[src/rtl/aes_pkg.sv]
// Shared definitions for the AES round datapath: per-beat mode encoding,
// Rijndael row-shift offsets and the byte-position helper for the column-major state.
package aes_pkg;

    localparam logic [1:0] MODE_FWD = 2'b00;
    localparam logic [1:0] MODE_INV = 2'b01;
    localparam logic [1:0] MODE_BYP = 2'b10;

    // Rijndael offsets: 0,1,2,3 for 4/6 columns, 0,1,3,4 for 8 columns.
    function automatic int row_shift(input int nb, input int r);
        if (r == 0) return 0;
        if (nb == 8 && r >= 2) return r + 1;
        return r;
    endfunction

    // Byte (r,c) of the state lives at bit offset (4c+r)*8.
    function automatic int byte_offset(input int r, input int c);
        return (4 * c + r) * 8;
    endfunction

endpackage

[src/rtl/rijndael_row_permute.sv]
// Combinational Rijndael row rotation: forward ShiftRows, inverse, or pass-through.
// Pure byte routing, no arithmetic.
module rijndael_row_permute
    import aes_pkg::*;
#(
    parameter int NB = 4
) (
    input  logic [1:0]      mode,
    input  logic [32*NB-1:0] data_in,
    output logic [32*NB-1:0] data_out
);

    if (!(NB == 4 || NB == 6 || NB == 8)) begin : g_bad_nb
        $error("rijndael_row_permute: NB must be 4, 6 or 8");
    end

    logic [32*NB-1:0] fwd;
    logic [32*NB-1:0] inv;

    for (genvar c = 0; c < NB; c++) begin : g_col
        for (genvar r = 0; r < 4; r++) begin : g_row
            assign fwd[byte_offset(r, c) +: 8] =
                data_in[byte_offset(r, (c + row_shift(NB, r)) % NB) +: 8];
            assign inv[byte_offset(r, c) +: 8] =
                data_in[byte_offset(r, (c - row_shift(NB, r) + NB) % NB) +: 8];
        end
    end

    // NOTE: a default assignment ahead of the case keeps every path driven, so no latch is inferred.
    always_comb begin
        data_out = data_in;
        case (mode)
            MODE_FWD: data_out = fwd;
            MODE_INV: data_out = inv;
            MODE_BYP: data_out = data_in;
            default:  data_out = data_in;
        endcase
    end

endmodule

[src/rtl/shift_rows_stream.sv]
// Stream-handshaked row-shift stage: permutes on accept, then holds beats in an
// output register plus a skid register so in_ready never depends on out_ready.
module shift_rows_stream
    import aes_pkg::*;
#(
    parameter int NB    = 4,
    parameter int TAG_W = 4
) (
    input  logic              clk,
    input  logic              rst_n,
    input  logic              in_valid,
    output logic              in_ready,
    input  logic [1:0]        in_mode,
    input  logic [TAG_W-1:0]  in_tag,
    input  logic [32*NB-1:0]  in_data,
    output logic              out_valid,
    input  logic              out_ready,
    output logic [TAG_W-1:0]  out_tag,
    output logic [32*NB-1:0]  out_data
);

    localparam int W = 32 * NB;

    logic [W-1:0]     perm_data;
    logic             accept;
    logic             drain;
    logic             in_ready_q;
    logic             o_valid_q, o_valid_d;
    logic             s_valid_q, s_valid_d;
    logic [W-1:0]     o_data_q, o_data_d;
    logic [W-1:0]     s_data_q, s_data_d;
    logic [TAG_W-1:0] o_tag_q, o_tag_d;
    logic [TAG_W-1:0] s_tag_q, s_tag_d;

    rijndael_row_permute #(.NB(NB)) u_permute (
        .mode     (in_mode),
        .data_in  (in_data),
        .data_out (perm_data)
    );

    assign accept = in_valid && in_ready_q;
    assign drain  = o_valid_q && out_ready;

    always_comb begin
        o_valid_d = o_valid_q;
        o_data_d  = o_data_q;
        o_tag_d   = o_tag_q;
        s_valid_d = s_valid_q;
        s_data_d  = s_data_q;
        s_tag_d   = s_tag_q;

        if (drain) begin
            if (s_valid_q) begin
                // in_ready is low whenever S is full, so no accept can coincide here.
                o_data_d  = s_data_q;
                o_tag_d   = s_tag_q;
                s_valid_d = 1'b0;
            end else if (accept) begin
                o_data_d = perm_data;
                o_tag_d  = in_tag;
            end else begin
                o_valid_d = 1'b0;
            end
        end else if (accept) begin
            if (!o_valid_q) begin
                o_valid_d = 1'b1;
                o_data_d  = perm_data;
                o_tag_d   = in_tag;
            end else begin
                s_valid_d = 1'b1;
                s_data_d  = perm_data;
                s_tag_d   = in_tag;
            end
        end
    end

    // NOTE: data registers are reset too, because out_data/out_tag must read zero after reset.
    always_ff @(posedge clk or negedge rst_n) begin
        if (!rst_n) begin
            // NOTE: sequential state uses non-blocking assignments so all registers update together.
            in_ready_q <= 1'b0;
            o_valid_q  <= 1'b0;
            s_valid_q  <= 1'b0;
            o_data_q   <= '0;
            s_data_q   <= '0;
            o_tag_q    <= '0;
            s_tag_q    <= '0;
        end else begin
            in_ready_q <= !s_valid_d;
            o_valid_q  <= o_valid_d;
            s_valid_q  <= s_valid_d;
            o_data_q   <= o_data_d;
            s_data_q   <= s_data_d;
            o_tag_q    <= o_tag_d;
            s_tag_q    <= s_tag_d;
        end
    end

    assign in_ready  = in_ready_q;
    assign out_valid = o_valid_q;
    assign out_data  = o_data_q;
    assign out_tag   = o_tag_q;

endmodule

[config.mk]
export PLATFORM = sky130hd
export DESIGN_NAME = shift_rows_stream
export DESIGN_NICKNAME = d
export VERILOG_FILES = /design/src/rtl/aes_pkg.sv /design/src/rtl/rijndael_row_permute.sv /design/src/rtl/shift_rows_stream.sv
export SDC_FILE = /design/constraint.sdc
export NUM_CORES = 1
export LEC_CHECK = 0
export CAP_MARGIN = 25
export CORE_UTILIZATION = 39
export DETAILED_ROUTE_END_ITERATION = 8
export HOLD_SLACK_MARGIN = 0.1
export PLACE_DENSITY = 0.71
export SLEW_MARGIN = 20
export SYNTH_ARGS = -nofsm -noshare
export SYNTH_HDL_FRONTEND = slang
export SYNTH_SLANG_ARGS = --single-unit
[constraint.sdc]
create_clock -name clk -period 4.6 [get_ports clk]
set_clock_uncertainty 0.2 [all_clocks]
set_input_delay 0.92 -clock clk [delete_from_list [all_inputs] [get_ports clk]]
set_output_delay 0.92 -clock clk [all_outputs]
set_load 0.05 [all_outputs]
==> metrics, run 1 <==
Post-Route WL=about 43000 um; Hold Vio Cnt, Final=0; Pleak=7.08 nW; Worst-Skew Late Latency=0.57 ns; Syn Nets=roughly 1500; number of synthesized flops with an enable pin=0; drt first pass iters=5; fin crit share=between 60% and 70%; Syn Inst Count=1361; worst-margin pin slew=about 0.86 ns; Peak VDD IR=between 0.0005 and 0.0006 V; Worst path max stage delay=~0.90 ns; most frequent cell after synthesis=dfrtp_1; crit end category=output pin; initial antenna violation count=9; post-CTS setup buffer count=0; Clock transition at path regs=0.06 ns; Core Area=approximately 35000 um^2; maximum clock frequency=329 MHz; area share of the largest cell type after synthesis=about half; post-synthesis mux area share=between 10% and 20%; Hold WC Path Type=in -> async; vias in the first global route=11200; DRT iter0 DRCs=between 800 and 900; Sequential Power Share=approximately a third; Routed Antenna Nets=0; Syn Area/Cell=between 10 and 15 um^2; Critical Path Stages=1; status=finished, final reports clean; Max-slew headroom=around 42%; FF-to-FF Start=s_valid_q; adder-cell share of the synthesized area=0%; Total Neg Setup Slack=0 ns; Initial Utilization=39.6%; Tmin final=3.04 ns; cell taking the most area after synthesis=dfrtp_1; commonest cells in the netlist=267 x dfrtp_1, 235 x nand2_1, 193 x o21ai_0; total track usage=a little under a quarter; vias=11400; I/O pin count=roughly 270; # nets final=~1700; power density cells=between 700 and 800 nW/um^2; Max Cap Viol=0; hold_ws=between 0.15 and 0.2 ns; post-CTS sizing=0; FF-to-FF End=out_tag[0]; library cells used by synthesis=25; Overflow after GRT=0; Clk network pwr share=17.8%; Die Height=between 150 and 200 um; RSZ-0062 raised after global routing=no; number of synthesized register bits=~270; CTS tree=done; layout cell share with drive strength beyond 1=15.8%; crit start category=flip-flop; setup violators final=0; Final Max Tran Viols=0; CTS Sinks=between 200 and 300; CTS root buf=clkbuf_16; Syn. warnings=0; Internal=7.14 mW; critical path required time=approximately 3.5 ns; number of buffers added on ports=roughly 270; Synth Area in Compound Gates=around a fifth; drt wl/cell=approximately 21 um; Hold-fix buffers, CTS=0; Die Area=36000 um^2; H-tree depth=1; register area share after synthesis=roughly half; Synth Flop Type=dfrtp_1; Logic pwr share=49.5%; sw power=about 5.8 mW; CP cell instances=clkdlybuf4s50_1; Post-Synth Simple-Gate Area=between 10% and 20%; crit path DAT=roughly 1.9 ns; largest family of logic cells by synthesized area=compound AO/OA/AOI/OAI gates; worst reg2reg path depth=6; critical path's slowest cell=clkdlybuf4s50_1; largest net degree at the start of global routing=128; cts bufs inserted=29; HPWL after DPL=28400 um; critical path peak fanout=2; first-pass GRT wire length=around 67000 um; Worst R2R Setup Slack=roughly 1.8 ns; Synth-to-Final Area Change=28.2%; Worst path top cell family by delay=buffers and inverters; Placement Rows=68; Setup CP Type=reg -> out; Die W=between 150 and 200 um; Synth Area in XOR/XNOR=0%; GP Congestion=about 0.86; DRC Markers=0; Max clock buf depth=3; DR vias/cell=between 5 and 6; Net Sw Frac=44.9%; Netlist Area Pre-Place=between 10000 and 15000 um^2; Area contributors post-synth=dfrtp_1 49%, o21ai_0 7.0%, mux2_2 6.9%; ys async rst share=100%; WP buf/inv=1
==> placed cells by master, fill, tap and decap left out <==
cell               n
buf_4             14
inv_1              1
buf_12             9
bufinv_16          1
mux2i_1           32
clkbuf_1           5
a21oi_1          101
o211ai_1          64
nand3_4            1
clkinv_2           5
nor2_1             1
a31oi_1           59
nand4b_1           1
and2_4             1
diode_2            6
mux2_4            48
buf_6              1
buf_8              1
o21ai_0          193
inv_16             1
clkinvlp_4         1
buf_2              1
a21o_1             1
dfrtp_1          267
clkbuf_8           8
mux2_2            84
a22o_4             1
clkbuf_16         29
clkdlybuf4s50_1  268
and3_4             1
nand2_1          235
a31oi_2           41
nand2b_1          64
nand2b_4           1
nand4_1           32
==> stage by stage <==
| stage | utilization (%) | std cells | setup WS, ns | instance area [um^2] | total power, mW |
|---|---|---|---|---|---|
| 6_report | 50.8 | 2034 | 1.56 | 17600 | 13.0 |
| 5_1_grt | 50.8 | 2033 | 1.53 | 17600 | 13.6 |
| 4_1_cts | 50.8 | 2028 | 1.53 | 17600 | 13.0 |
| 3_5_place_dp | 48.1 | 1978 | 1.23 | 16600 | 10.7 |
| 3_3_place_gp | 48.1 | 1978 | 1.25 | 16600 | 10.6 |
| 2_1_floorplan | - | 1361 | 2.25 | 13700 | 8.49 |
==> worst max path at each step <==
stage | endpoint | from
floorplan | s_data_q[38] | out_ready
global placement | out_data[2] | in_valid
detailed placement | out_data[5] | in_valid
CTS | out_data[126] | out_data[126]
global route | out_data[121] | out_data[121]
finish | out_data[126] | out_data[126]
==> cell type report <==
cell class	instances	area, um^2
well taps	455	569
repair buffers	294	3000
inverters	1	3.75
multi-input cells	961	6390
clock buffers	42	855
diodes	6	15.0
fillers	3052	17000
flip-flops and latches	267	6680
clock inverters	8	82.6
==> kinds of logic after synthesis <==
logic type | Yosys count
flops | 267
simple gates | 337
buf+inv | 133
compound gates | 460
mux | 164
==> routing by layer <==
layer	up-vias	global-route usage, %	share of wire (%)
li1	5276	-	-
met1	5635	30.8	40
met2	443	38.3	47
met3	80	4.96	7.6
met4	4	11.8	4.9
met5	-	0	0.053
==> power groups by stage <==
stage                     registers (mW)  logic (mW)  clock network, mW
after global placement              4.23        6.33                  0
after global routing                4.38        6.80               2.43
final                               4.25        6.42               2.31
after floorplan                     6.06        2.43                  0
after detailed placement            4.25        6.43                  0
after CTS                           4.24        6.45               2.35
==> sequential cells by signal (all words and copies together) (netlist names) <==
register	flops
in_ready	1
out_data	128
out_tag	4
out_valid	1
s_data_q	128
s_tag_q	4
s_valid_q	1
Power figures use the tool's default switching activity.
==> inputs of run 2 (changes only) <==
==> constraint.sdc (replaced) <==
create_clock -name clk -period 2.95 [get_ports clk]
set_clock_uncertainty 0.2 [all_clocks]
set_input_delay 0.59 -clock clk [delete_from_list [all_inputs] [get_ports clk]]
set_output_delay 0.59 -clock clk [all_outputs]
set_load 0.05 [all_outputs]
==> run 2 against run 1 <==
Cell area up 2.2%. Flip-flop and latch count unchanged. Sequential power up 56%. First-iteration DRC count up 2.1%. Combinational power up 59%. Clock power up 63%. Power up 59%. Cell count up 1.2%. Sequential share of layout area down 0.81 points. Setup slack worse by 1.3 ns. Critical path type unchanged.
==> metrics, run 2 (same netlist as run 1, synthesis figures left out) <==
Max clock buf depth=3 (unchanged); RSZ-0062 raised after global routing=no (unchanged); # nets final=1710 (was 1692); Worst path max stage delay=0.92 ns (was 0.90 ns); Overflow after GRT=0 (unchanged); Post-Place Cells=1994 (was 1978); CP cell instances=clkdlybuf4s50_1 (unchanged); critical path's slowest cell=clkdlybuf4s50_1 (unchanged); met3 Usage GRT=4.89% (was 4.96%); Setup CP Type=reg -> out (unchanged); CTS Sinks=267 (unchanged); critical path peak fanout=2 (unchanged); crit start category=flip-flop (unchanged); Pleak=7.26 nW (was 7.08 nW); Layout Cells excl Fill=2059 (was 2034); crit path from=out_data[30] (was out_data[126]); Max Cap Viol=0 (unchanged); drt first pass iters=5 (unchanged); post-CTS sizing=0 (unchanged); Hold Startpoint=s_data_q[49]; Clock transition at path regs=0.06 ns (about the same); Placement Rows=68 (unchanged); worst-margin pin slew=0.732 ns (was 0.863 ns); layout cell share with drive strength beyond 1=16.8% (was 15.8%); CTS root buf=clkbuf_16 (unchanged); worst reg2reg path depth=5 (was 6); H-tree depth=1 (unchanged); worst setup path end=out_data[30] (was out_data[126]); Worst path top cell family by delay=buffers and inverters (unchanged); grt peak-use layer=met2 (unchanged); met2 Use GR=38.9% (was 38.3%); drt wl/cell=21.1 um (was 21.3 um); DP Area=16900 um^2 (was 16600 um^2); GR Util met1=30.5% (was 30.8%); Final Power=20.6 mW (was 13.0 mW); WP buf/inv=1 (unchanged); crit path DAT=1.92 ns (about the same); HPWL after DPL=29300 um (was 28400 um); Final Max Tran Viols=0 (unchanged); DRC Markers=0 (unchanged); status=finished, final reports clean (unchanged); Core Area=34600 um^2 (unchanged); post-CTS setup buffer count=0 (unchanged); critical path required time=2.16 ns (was 3.48 ns); Post-Route WL=43500 um (was 43400 um); Finished Core Util=51.9% (was 50.8%); Die Area=36000 um^2 (unchanged); FF-to-FF End=out_data[36] (was out_tag[0]); vias in the first global route=11300 (was 11200); power density cells=1150 nW/um^2 (was 737 nW/um^2); Die Height=190 um (unchanged); most frequent cells in the layout=267 x dfrtp_1, 267 x clkdlybuf4s50_1, 235 x nand2_1 (was 268 x clkdlybuf4s50_1, 267 x dfrtp_1, 235 x nand2_1); Place WS=0.173 ns (was 1.23 ns); crit end category=output pin (unchanged); Routed Antenna Nets=0 (unchanged); total track usage=23.9% (about the same); fin crit share=91.7%; DRT iter0 DRCs=871 (was 853); post-route setup slack=0.244 ns (was 1.56 ns); Synth-to-Final Area Change=31.0% (was 28.2%); Worst-Skew Late Latency=0.56 ns (was 0.57 ns); Worst R2R Setup Slack=0.86 ns (was 1.79 ns); Peak VDD IR=0.000709 V (was 0.000537 V); I/O pin count=272 (unchanged); first-pass GRT wire length=66900 um (was 67000 um); Hold WC Path Type=reg -> reg (was in -> async); DR vias/cell=5.55 (was 5.62); setup violators final=0 (unchanged); Critical Path Stages=1 (unchanged); Total Neg Setup Slack=0 ns (unchanged); Initial Utilization=39.6% (unchanged); Tmin final=between 2 and 3 ns; Max-slew headroom=51.0% (was 42.4%); Post-Layout Inst Area=18000 um^2 (was 17600 um^2); vias=11400 (about the same); initial antenna violation count=9 (unchanged); CTS tree=done (unchanged); Hold Vio Cnt, Final=0 (unchanged); Die W=190 um (unchanged); hold_ws=0.277 ns (was 0.186 ns); FF-to-FF Start=s_valid_q (unchanged); maximum clock frequency=about 370 MHz; cts bufs inserted=30 (was 29); largest net degree at the start of global routing=102 (was 128); number of buffers added on ports=271 (unchanged); GP Congestion=0.883 (was 0.859)
[run 2: repair_timing]
action                     in CTS  in global routing
hold buffers                    1                  0
hold endpoints to repair       51                  0
setup endpoints to repair       0                  0
[run 2: layout make-up]
class                           count  area [um^2]
Antenna cell                        9         22.5
Clock buffer                       49          932
Clock inverter                      6         80.1
Fill cell                        3060        16600
Inverter                            1         3.75
Multi-Input combinational cell    961         6390
Sequential cell                   267         6680
Tap cell                          455          569
Timing Repair Buffer              311         3300
[run 2: metal layers]
| metal | vias to the layer above | part of all wire (%) |
|---|---|---|
| met4 | 0 | 4.6 |
| met3 | 69 | 7.8 |
| met2 | 447 | 48 |
| met5 | - | 0 |
| met1 | 5597 | 40 |
| li1 | 5310 | - |
[run 2: worst min-delay path by stage]
stage / endpoint / slack, ns / depth (start not counted)
after global placement: s_data_q[87] / 0.26 / 2
final: s_data_q[49] / 0.28 / 2
after global routing: s_data_q[41] / 0.30 / 2
after detailed placement: s_data_q[124] / 0.27 / 2
after floorplan: in_ready / 0.09 / 0
after CTS: s_data_q[124] / 0.28 / 2
[run 2: where the power goes]
group / total, mW / switching [mW] / internal, mW
Combinational: 10.2 / 6.46 / 3.76
Sequential: 6.65 / 1.18 / 5.47
Clock: 3.76 / 1.52 / 2.24
[run 2: worst min-delay path: stages, from the launching register on]
cell and delay [ns]:
dfrtp_1 0.34, nand2_1 0.05, o21ai_0 0.06
==> inputs of run 3 (changes only) <==
==> constraint.sdc (replaced) <==
create_clock -name clk -period 3.15 [get_ports clk]
set_clock_uncertainty 0.2 [all_clocks]
set_input_delay 0.63 -clock clk [delete_from_list [all_inputs] [get_ports clk]]
set_output_delay 0.63 -clock clk [all_outputs]
set_load 0.05 [all_outputs]
==> run 3 against run 2 <==
Via count is 0.30% lower. Cell area decreased by 1.0%. Sequential share of layout area is 0.38 points higher. Highest routed layer is now met5.
==> metrics, run 3 (same netlist as run 1, synthesis figures left out) <==
crit end category=output pin (unchanged); largest net degree at the start of global routing=136 (was 102); Post-Route WL=43300 um (was 43500 um); Synth-to-Final Area Change=29.6% (was 31.0%); Clock transition at path regs=0.06 ns (about the same); Max-slew headroom=53.3% (was 51.0%); DRT iter0 DRCs=760 (was 871); cts bufs inserted=29 (was 30); H-tree depth=1 (unchanged); CTS root buf=clkbuf_16 (unchanged); setup violators final=0 (unchanged); HPWL after DPL=29600 um (was 29300 um); Placement Rows=68 (unchanged); crit path DAT=1.92 ns (about the same); GP Congestion=0.834 (was 0.883); layout cell share with drive strength beyond 1=16.2% (was 16.8%); Peak VDD IR=0.000891 V (was 0.000709 V); first-pass GRT wire length=66100 um (was 66900 um); Total Neg Setup Slack=0 ns (unchanged); critical path's slowest cell=clkdlybuf4s50_1 (unchanged); Worst-Skew Late Latency=0.57 ns (was 0.56 ns); WP buf/inv=1 (unchanged); DP Area=16900 um^2 (about the same); power density cells=1060 nW/um^2 (was 1150 nW/um^2); critical path peak fanout=2 (unchanged); Die Height=190 um (unchanged); critical path required time=2.32 ns (was 2.16 ns); CP cell instances=clkdlybuf4s50_1 (unchanged); crit start category=flip-flop (unchanged); FILL cells=3068 (was 3060); Worst path max stage delay=0.91 ns (was 0.92 ns); Final Power=19.0 mW (was 20.6 mW); Initial Utilization=39.6% (unchanged); RSZ-0062 raised after global routing=no (unchanged); initial antenna violation count=9 (unchanged); DRC Markers=0 (unchanged); vias in the first global route=11200 (was 11300); Die Area=36000 um^2 (unchanged); DR vias/cell=5.55 (about the same); drt wl/cell=21.1 um (about the same); Hold Vio Cnt, Final=0 (unchanged); total track usage=23.8% (was 23.9%); number of buffers added on ports=271 (unchanged); Finished Core Util=51.4% (was 51.9%); most frequent cells in the layout=267 x dfrtp_1, 267 x clkdlybuf4s50_1, 235 x nand2_1 (unchanged); Overflow after GRT=0 (unchanged); Max Cap Viol=0 (unchanged); I/O pin count=272 (unchanged); Setup CP Type=reg -> out (unchanged); maximum clock frequency=364 MHz; drt first pass iters=5 (unchanged); worst-margin pin slew=0.698 ns (was 0.732 ns); CTS tree=done (unchanged); Hold WC Path Type=reg -> reg (unchanged); CTS Sinks=267 (unchanged); fin crit share=around 87%; # nets final=1708 (was 1710); Final Max Tran Viols=0 (unchanged); Die W=190 um (unchanged); Post-Layout Inst Area=17800 um^2 (was 18000 um^2); Core Area=34600 um^2 (unchanged); Max clock buf depth=3 (unchanged); Tmin final=roughly 2.7 ns; vias=11400 (about the same); post-CTS sizing=0 (unchanged); Worst path top cell family by delay=buffers and inverters (unchanged); Pleak=7.17 nW (was 7.26 nW); status=finished, final reports clean (unchanged); Routed Antenna Nets=0 (unchanged)
## run 3: final cells by class
type                    count  area (um^2)  share of cell area (%)
diodes                      8         20.0                   0.112
clock buffers              45          806                    4.53
flip-flops and latches    267         6680                    37.5
well taps                 455          569                    3.20
clock inverters             6         70.1                   0.394
inverters                   1         3.75                  0.0211
repair buffers            310         3260                    18.3
multi-input cells         961         6390                    35.9
## run 3: per-layer routing
metal | share of wire [%] | GRT usage [%] | vias up | wire length (um)
li1 | - | - | 5305 | -
met1 | 41 | 30.9 | 5572 | 17900
met2 | 47 | 38.0 | 421 | 20400
met3 | 6.4 | 3.62 | 89 | 2790
met5 | 0.021 | 0 | - | 9
met4 | 5.2 | 13.1 | 2 | 2250
## run 3: final timing paths
path	startpoint	end	slack [ns]	cells past startpoint
max	out_data[126]	out_data[126]	0.40	1
max in group asynchronous	rst_n	out_data[77]	1.51	3
min reg2reg	s_data_q[125]	s_data_q[125]	0.28	2
min in group asynchronous	rst_n	s_data_q[107]	0.41	2
max reg2reg	out_valid	out_data[58]	0.94	6
min	s_data_q[125]	s_data_q[125]	0.28	2
## run 3: what timing repair did
action | CTS | global route
endpoints found under the setup margin | 0 | 0
hold buffers | 1 | 0
buffers inserted | 0 | 0
endpoints found under the hold margin | 59 | 0
## run 3: per-stage QoR
| stage | instances | hold WS, ns | setup WS, ns |
|---|---|---|---|
| 2_1_floorplan | 1361 | 0.134 | 1.07 |
| 3_3_place_gp | 1993 | 0.261 | 0.313 |
| 3_5_place_dp | 1993 | 0.270 | 0.263 |
| 4_1_cts | 2045 | 0.283 | 0.387 |
| 5_1_grt | 2053 | 0.292 | 0.397 |
| 6_report | 2053 | 0.278 | 0.402 |
## run 3: power breakdown
group          internal, mW  switching (mW)  leakage, nW  total, mW
sequential             5.12            1.11         3.12       6.23
combinational          3.50            6.01         3.62       9.50
clock                  1.84            1.39        0.428       3.23
## run 3: worst reg2reg max path: stages, from the launching register on
cell     delay (ns)
dfrtp_1        0.48
buf_4          0.34
and3_4         0.43
buf_12         0.21
buf_4          0.20
nand2_1        0.08
a31oi_1        0.18
